[src/rtl/scope_pkg.sv]
// scope_pkg -- shared definitions for the oscilloscope trigger block.
//   state_t           : capture state machine encoding
//   DEF_REC_LEN       : default record length (samples per capture)
//   DEF_AUTO_TIMEOUT  : default valid-sample count before a forced trigger
//   sat_inc16()       : 16-bit increment that sticks at 0xFFFF
package scope_pkg;

  typedef enum logic [1:0] {
    ST_IDLE    = 2'd0,
    ST_ARMED   = 2'd1,
    ST_CAPTURE = 2'd2,
    ST_DONE    = 2'd3
  } state_t;

  localparam int unsigned DEF_REC_LEN      = 25000;
  localparam int unsigned DEF_AUTO_TIMEOUT = 50000;

  function automatic logic [15:0] sat_inc16(input logic [15:0] value);
    return (value == 16'hFFFF) ? value : value + 16'd1;
  endfunction

endpackage

[src/rtl/trig_detect.sv]
// trig_detect -- purely combinational edge comparison against a threshold.
//   prev    : previous ADC code
//   sample  : current ADC code
//   level   : trigger threshold
//   rising  : 1 = rising-edge crossing, 0 = falling-edge crossing
//   hit     : the pair (prev, sample) crosses level in the selected direction
// The caller is responsible for qualifying hit with sample validity and with
// whether prev actually holds a sample.
module trig_detect (
  input  logic [7:0] prev,
  input  logic [7:0] sample,
  input  logic [7:0] level,
  input  logic       rising,
  output logic       hit
);

  logic rise_hit;
  logic fall_hit;

  // An equal prev never counts as "before the crossing", so a flat trace
  // sitting on the threshold cannot retrigger.
  assign rise_hit = (prev < level) && (sample >= level);
  assign fall_hit = (prev > level) && (sample <= level);
  assign hit      = rising ? rise_hit : fall_hit;

endmodule

[src/rtl/scope_trigger.sv]
// scope_trigger -- edge/auto trigger and record-length capture control for
// an 8-bit ADC stream, writing the triggering sample and the following
// samples into a downstream buffer.
//   adc_clk      : sole clock (ADC sample clock)
//   reset        : asynchronous, active-high reset
//   sample_valid : one-cycle strobe, sample holds a new code
//   sample       : ADC code (unsigned)
//   trig_level   : trigger threshold (unsigned)
//   trig_rising  : 1 = rising edge, 0 = falling edge
//   auto_mode    : enable forced trigger after AUTO_TIMEOUT armed samples
//   arm          : level request to start a capture
//   abort        : cancel any capture in progress (highest priority)
//   buf_empty    : downstream buffer fully drained
//   wr_en        : registered buffer write strobe
//   wr_data      : registered sample to write
//   busy         : ARMED, CAPTURE or DONE
//   capture_done : DONE
//   auto_trig    : last trigger was forced by timeout (sticky until re-arm)
module scope_trigger
  import scope_pkg::*;
#(
  parameter int unsigned REC_LEN      = DEF_REC_LEN,
  parameter int unsigned AUTO_TIMEOUT = DEF_AUTO_TIMEOUT
) (
  input  logic       adc_clk,
  input  logic       reset,
  input  logic       sample_valid,
  input  logic [7:0] sample,
  input  logic [7:0] trig_level,
  input  logic       trig_rising,
  input  logic       auto_mode,
  input  logic       arm,
  input  logic       abort,
  input  logic       buf_empty,
  output logic       wr_en,
  output logic [7:0] wr_data,
  output logic       busy,
  output logic       capture_done,
  output logic       auto_trig
);

  localparam logic [15:0] REC_LEN_W = 16'(REC_LEN);
  localparam logic [15:0] AUTO_W    = 16'(AUTO_TIMEOUT);

  state_t      state_reg, state_next;
  logic [7:0]  prev_reg, prev_next;
  logic        prev_valid_reg, prev_valid_next;
  logic [15:0] tmo_reg, tmo_next;
  logic [15:0] wcnt_reg, wcnt_next;
  logic        auto_trig_reg, auto_trig_next;
  logic        wr_en_reg, wr_en_next;
  logic [7:0]  wr_data_reg, wr_data_next;

  logic        edge_hit;
  logic        arm_entry;
  logic        armed_proc;
  logic        eff_prev_valid;
  logic [15:0] eff_tmo;
  logic [15:0] tmo_inc;
  logic        real_hit;
  logic        forced_hit;
  logic [15:0] wcnt_inc;

  trig_detect u_trig_detect (
    .prev   (prev_reg),
    .sample (sample),
    .level  (trig_level),
    .rising (trig_rising),
    .hit    (edge_hit)
  );

  // The cycle that moves us into ARMED already processes a coincident
  // sample as the first armed sample, so it sees a cleared history.
  assign arm_entry = arm && ((state_reg == ST_IDLE) ||
                             ((state_reg == ST_DONE) && buf_empty));
  assign armed_proc     = arm_entry || (state_reg == ST_ARMED);
  assign eff_prev_valid = arm_entry ? 1'b0  : prev_valid_reg;
  assign eff_tmo        = arm_entry ? 16'd0 : tmo_reg;
  assign tmo_inc        = sat_inc16(eff_tmo);
  assign wcnt_inc       = wcnt_reg + 16'd1;

  // A genuine edge wins over the timeout, so auto_trig only reports
  // captures that really were forced.
  assign real_hit   = sample_valid && eff_prev_valid && edge_hit;
  assign forced_hit = sample_valid && auto_mode && !real_hit && (tmo_inc >= AUTO_W);

  always_comb begin
    state_next      = state_reg;
    prev_next       = prev_reg;
    prev_valid_next = prev_valid_reg;
    tmo_next        = tmo_reg;
    wcnt_next       = wcnt_reg;
    auto_trig_next  = auto_trig_reg;
    wr_en_next      = 1'b0;
    wr_data_next    = wr_data_reg;

    if (abort) begin
      state_next = ST_IDLE;
    end else if (armed_proc) begin
      if (arm_entry) begin
        state_next      = ST_ARMED;
        prev_valid_next = 1'b0;
        tmo_next        = 16'd0;
        auto_trig_next  = 1'b0;
      end
      if (sample_valid) begin
        prev_next       = sample;
        prev_valid_next = 1'b1;
        tmo_next        = tmo_inc;
        if (real_hit || forced_hit) begin
          wr_en_next   = 1'b1;
          wr_data_next = sample;
          wcnt_next    = 16'd1;
          state_next   = (REC_LEN_W == 16'd1) ? ST_DONE : ST_CAPTURE;
          if (forced_hit) begin
            auto_trig_next = 1'b1;
          end
        end
      end
    end else if (state_reg == ST_CAPTURE) begin
      if (sample_valid) begin
        wr_en_next   = 1'b1;
        wr_data_next = sample;
        wcnt_next    = wcnt_inc;
        if (wcnt_inc >= REC_LEN_W) begin
          state_next = ST_DONE;
        end
      end
    end else if (state_reg == ST_DONE) begin
      if (buf_empty) begin
        state_next = ST_IDLE;
      end
    end
  end

  always_ff @(posedge adc_clk or posedge reset) begin
    if (reset) begin
      state_reg      <= ST_IDLE;
      prev_reg       <= 8'h00;
      prev_valid_reg <= 1'b0;
      tmo_reg        <= 16'd0;
      wcnt_reg       <= 16'd0;
      auto_trig_reg  <= 1'b0;
      wr_en_reg      <= 1'b0;
      wr_data_reg    <= 8'h00;
    end else begin
      state_reg      <= state_next;
      prev_reg       <= prev_next;
      prev_valid_reg <= prev_valid_next;
      tmo_reg        <= tmo_next;
      wcnt_reg       <= wcnt_next;
      auto_trig_reg  <= auto_trig_next;
      wr_en_reg      <= wr_en_next;
      wr_data_reg    <= wr_data_next;
    end
  end

  assign wr_en        = wr_en_reg;
  assign wr_data      = wr_data_reg;
  assign busy         = (state_reg != ST_IDLE);
  assign capture_done = (state_reg == ST_DONE);
  assign auto_trig    = auto_trig_reg;

endmodule
[config.mk]
export PLATFORM = sky130hd
export DESIGN_NAME = scope_trigger
export DESIGN_NICKNAME = d
export VERILOG_FILES = /design/src/rtl/scope_pkg.sv /design/src/rtl/trig_detect.sv /design/src/rtl/scope_trigger.sv
export SDC_FILE = /design/constraint.sdc
export NUM_CORES = 1
export LEC_CHECK = 0
export BUFFER_PORTS_ARGS = -buffer_cell sky130_fd_sc_hd__buf_2
export CAP_MARGIN = 25
export CORE_MARGIN = 4
export CORE_UTILIZATION = 54
export DETAILED_ROUTE_END_ITERATION = 10
export HOLD_SLACK_MARGIN = 0.08
export PLACE_DENSITY = 0.77
export SLEW_MARGIN = 25
export SYNTH_ARGS = -nofsm -noshare
export SYNTH_HDL_FRONTEND = slang
export SYNTH_SLANG_ARGS = --single-unit
[constraint.sdc]
create_clock -name adc_clk -period 2.5 [get_ports adc_clk]
set_input_delay 0.25 -clock adc_clk [delete_from_list [all_inputs] [get_ports adc_clk]]
set_output_delay 0.25 -clock adc_clk [all_outputs]
set_load 0.05 [all_outputs]
==> results by group <==
Floorplanning
  – Horizontal die dimension: between 80 and 90 um
  – Floorplan die area: between 7000 and 8000 um^2
  – Core region area: approximately 6300 um^2
  – Die Y: around 90 um
  – I/O pin total: 36
  – Standard-cell row count: 29
  – Initial core utilization: 0.5537

Setup path
  – Reg-to-Reg End: wr_data[3]$_DFFE_PP0P_
  – Launching point of the worst reg2reg path: prev_reg[1]$_DFFE_PP0P_
  – Worst reg-to-reg setup slack: 40 ps
  – Capturing element type of the critical path: register
  – Setup CP Type: reg2reg
  – Critical path origin: prev_reg[1]$_DFFE_PP0P_
  – Required time at the worst-slack endpoint: approximately 2700 ps
  – Critical Path Start Type: register
  – Largest fanout on the critical path: 4
  – Capturing instance or port of the critical path: wr_data[3]$_DFFE_PP0P_
  – Arrival time of data at the critical path endpoint: 2670 ps
  – Worst r2r path cells: 9

Placed design
  – Final estimated routing congestion in global placement: roughly 0.84
  – Placed instance count: between 500 and 600
  – DP HPWL: 6060 um
  – Total of buffers placed on input and output ports: 35

Timing
  – Max Freq: between 400 and 500 MHz
  – Final setup skew: 12.85 ps
  – Final critical-path share of the clock period: 0.9842
  – Worst Tran Pin Value: ~560 ps
  – Final Hold Violating Endpoints: 0
  – Relative max-transition margin: 0.6241
  – Setup violations, final: 0
  – Final number of max-transition violations: 0
  – Sum of negative setup slack: 0 ps
  – Post-Route Hold Slack: around 180 ps
  – Minimum clock period after layout: 2460 ps

Clock tree
  – Clock Tree Root: sky130_fd_sc_hd__clkbuf_8
  – Number of buffers inserted during clock tree synthesis: 5
  – TritonCTS clock tree: built
  – Number of H-tree levels: 2
  – Clock transition at the register clock pins on the worst setup and hold paths after CTS: roughly 100 ps
  – Max Root-Sink Buffers: 2
  – Source-to-sink clock delay at the later pin of the worst-skew pair: about 310 ps
  – Sink Count: 53

Route
  – Total vias in the final route: approximately 3200
  – Wirelength per Cell: approximately 16 um
  – Initial DRC count: between 100 and 150
  – Number of vias per cell after detailed routing: about 6
  – Post-route DRC: 0
  – First-pass iteration count of the detailed router: 4
  – Remaining antenna violation count: 0
  – Final WL: 8293 um

Synthesis
  – Synthesized Nets: between 400 and 500
  – Number of enable-type register cells in the synthesized netlist: 0
  – Primary FF master, synth: sky130_fd_sc_hd__dfrtp_1
  – Synthesized instance count: between 300 and 400
  – Mean area per synthesized cell: around 9 um^2
  – Post-synthesis cell area: 3496 um^2
  – Register area share after synthesis: 0.3794
  – Number of distinct standard cells referenced by the synthesized netlist: 64
  – Flip-flop and latch count after synthesis: 53
  – Post-synthesis async set-or-reset flop share: 1.000
  – Warnings, synthesis: 0

GRT
  – Aggregate global-route resource usage: 0.2180
  – Global route total overflow: 0
  – Via count of the first global-routing pass: about 3000
  – Largest net degree at the start of global routing: 35
  – Number of antenna violations at the first check in global routing: 0
  – Global-route wire length before repair: 13630 um

Pwr
  – Design Power: around 3.3 mW
  – Power per standard cell area: ~790 nW/um^2
  – Max rail drop VDD: roughly 0.60 mV
  – P_leak: 1.944 nW

Status
  – Outcome: complete, no violations

Final layout
  – Filler instances: between 500 and 600
  – Net count reported at finish: a little under 500
  – Multi-input logic area: 2078 um^2
  – Finished Layout Cells: 529
  – Flip-flop and latch area: ~1300 um^2
  – Number of diodes: 0
  – Fraction of final layout cells with drive strength greater than 1: 0.2743
  – Post-synthesis to final-layout area growth: 20.15%

Worst hold path
  – Type of the most critical hold path: in2reg

Run
  – Max-cap violation count: 0
[kinds of logic (layout without fill, tap and decap cells)]
kind of cell               after synthesis  after routing  synth area share
AOI/OAI and AO/OA                      101            101            0.1879
xor gates and xnor gates                 5              5           0.01253
adders and majority gates               18             18           0.06442
DFF                                     53             53            0.3794
buffers and inverters                   48            110           0.05977
muxes                                   21             21           0.06943
and+or+nand+nor                        144            144            0.2266
[cell usage in the layout (no fill, tap or decap), types with 2 or more instances in the layout]
cell type | netlist | final
sky130_fd_sc_hd__nor3_1 | 17 | 16
sky130_fd_sc_hd__dfrtp_1 | 53 | 53
sky130_fd_sc_hd__o22ai_1 | 4 | 4
sky130_fd_sc_hd__a21oi_1 | 26 | 25
sky130_fd_sc_hd__mux2_4 | 3 | 5
sky130_fd_sc_hd__o21a_1 | 2 | 2
sky130_fd_sc_hd__o211a_1 | 3 | 3
sky130_fd_sc_hd__buf_6 | 2 | 2
sky130_fd_sc_hd__a21o_1 | 3 | 3
sky130_fd_sc_hd__buf_4 | 1 | 34
sky130_fd_sc_hd__o21ai_0 | 28 | 28
sky130_fd_sc_hd__a211o_1 | 2 | 2
sky130_fd_sc_hd__ha_1 | 18 | 12
sky130_fd_sc_hd__or4_1 | 2 | 2
sky130_fd_sc_hd__clkbuf_8 | 0 | 5
sky130_fd_sc_hd__nand4_1 | 14 | 14
sky130_fd_sc_hd__and4_1 | 2 | 2
sky130_fd_sc_hd__nor2_1 | 30 | 29
sky130_fd_sc_hd__nand2b_1 | 2 | 2
sky130_fd_sc_hd__a211oi_4 | 0 | 2
sky130_fd_sc_hd__xnor2_1 | 4 | 4
sky130_fd_sc_hd__or3_1 | 7 | 6
sky130_fd_sc_hd__ha_4 | 0 | 5
sky130_fd_sc_hd__o31ai_1 | 4 | 4
sky130_fd_sc_hd__mux2_2 | 14 | 12
sky130_fd_sc_hd__nor4_1 | 3 | 2
sky130_fd_sc_hd__nand3_1 | 22 | 22
sky130_fd_sc_hd__nand2_1 | 24 | 24
sky130_fd_sc_hd__a311oi_1 | 2 | 2
sky130_fd_sc_hd__buf_2 | 7 | 35
sky130_fd_sc_hd__inv_1 | 30 | 29
sky130_fd_sc_hd__a31oi_1 | 7 | 7
sky130_fd_sc_hd__o211ai_1 | 5 | 5
sky130_fd_sc_hd__nor2b_1 | 2 | 2
sky130_fd_sc_hd__or2_2 | 2 | 2
sky130_fd_sc_hd__mux2i_1 | 4 | 4
sky130_fd_sc_hd__and3_1 | 4 | 4
[worst max-delay path: stages (launching register included)]
cell and delay (ps):
sky130_fd_sc_hd__dfrtp_1 390, sky130_fd_sc_hd__ha_1 300, sky130_fd_sc_hd__nand4_1 130, sky130_fd_sc_hd__nor2_1 50, sky130_fd_sc_hd__or4b_4 490, sky130_fd_sc_hd__a211oi_4 230, sky130_fd_sc_hd__a211oi_4 70, sky130_fd_sc_hd__o21ai_4 210
sky130_fd_sc_hd__buf_6 160, sky130_fd_sc_hd__mux2_2 330
[power by group]
part           leakage [nW]  internal (mW)  total [mW]  switching, mW
Clock                0.0540          0.292       0.574          0.282
Combinational          1.22          0.582        1.38          0.794
Sequential            0.666           1.08        1.35          0.269
Total                  1.94           1.95        3.30           1.35
[metrics by stage]
stage	area (um^2)	worst slack, ps	utilization
6_report	4200	39.53	0.6653
3_3_place_gp	3946	18.72	0.6251
4_1_cts	4060	19.60	0.6431
2_1_floorplan	3496	68.52	-
3_5_place_dp	3946	-46.86	0.6251
5_1_grt	4200	-43.90	0.6653
[repair_timing]
item / CTS / global route
pin swaps: 2 / 1
hold buffers: 1 / 0
endpoints found under the hold margin: 19 / 0
endpoints found under the setup margin: 8 / 19
buffers inserted: 0 / 2
resized for setup: 0 / 19
[final cells by class]
cell class | count | share of cell area
Clock inverter | 2 | 0.008341
Tap cell | 77 | 0.02294
Inverter | 30 | 0.02681
Timing Repair Buffer | 73 | 0.1150
Clock buffer | 5 | 0.01638
Sequential cell | 53 | 0.3158
Multi-Input combinational cell | 289 | 0.4948
[worst min path at each step]
stage	from	endpoint	slack, ps	cells past startpoint
after floorplan	sample[0]	prev_reg[0]$_DFFE_PP0P_	370	2
final	sample[0]	prev_reg[0]$_DFFE_PP0P_	180	3
after global routing	sample[2]	wr_data[2]$_DFFE_PP0P_	200	2
after detailed placement	reset	wcnt_reg[13]$_DFFE_PP0P_	280	2
after global placement	reset	wcnt_reg[14]$_DFFE_PP0P_	280	2
after CTS	sample[0]	prev_reg[0]$_DFFE_PP0P_	170	3
[layer usage]
metal,global-route usage,vias up,share of wire
met4,0.06044,0,0.019
li1,-,1550,-
met2,0.3739,98,0.49
met5,0,-,0
met1,0.2845,1517,0.45
met3,0.03724,16,0.045
[synthesized netlist by cell type (all sizes together) (2+ instances only)]
| master | number | share of area |
|---|---|---|
| a21o | 3 | 0.0064 |
| a211o | 2 | 0.0050 |
| o31ai | 4 | 0.0086 |
| o211ai | 5 | 0.011 |
| nor3 | 17 | 0.024 |
| and3 | 4 | 0.0072 |
| mux2i | 4 | 0.011 |
| buf | 10 | 0.019 |
| a311oi | 2 | 0.0050 |
| clkbuf | 8 | 0.0089 |
| or4b | 2 | 0.0057 |
| nand2 | 25 | 0.029 |
| o21ai | 30 | 0.046 |
| dfrtp | 53 | 0.38 |
| a31oi | 7 | 0.013 |
| a211oi | 2 | 0.0072 |
| ha | 18 | 0.064 |
| o211a | 3 | 0.0086 |
| mux2 | 17 | 0.058 |
| nand4 | 16 | 0.035 |
| and2 | 2 | 0.0036 |
| nor2 | 30 | 0.032 |
| inv | 30 | 0.032 |
| xnor2 | 4 | 0.010 |
| a21oi | 26 | 0.037 |
| or4 | 2 | 0.0043 |
| o22ai | 4 | 0.0072 |
| o21a | 2 | 0.0043 |
| nand3 | 22 | 0.031 |
| nand2b | 2 | 0.0036 |
| or2 | 2 | 0.0036 |
| nor4 | 4 | 0.011 |
| nor2b | 2 | 0.0036 |
| and4 | 3 | 0.0082 |
| or3 | 7 | 0.013 |
No activity file was read; power rests on OpenSTA's default activity.
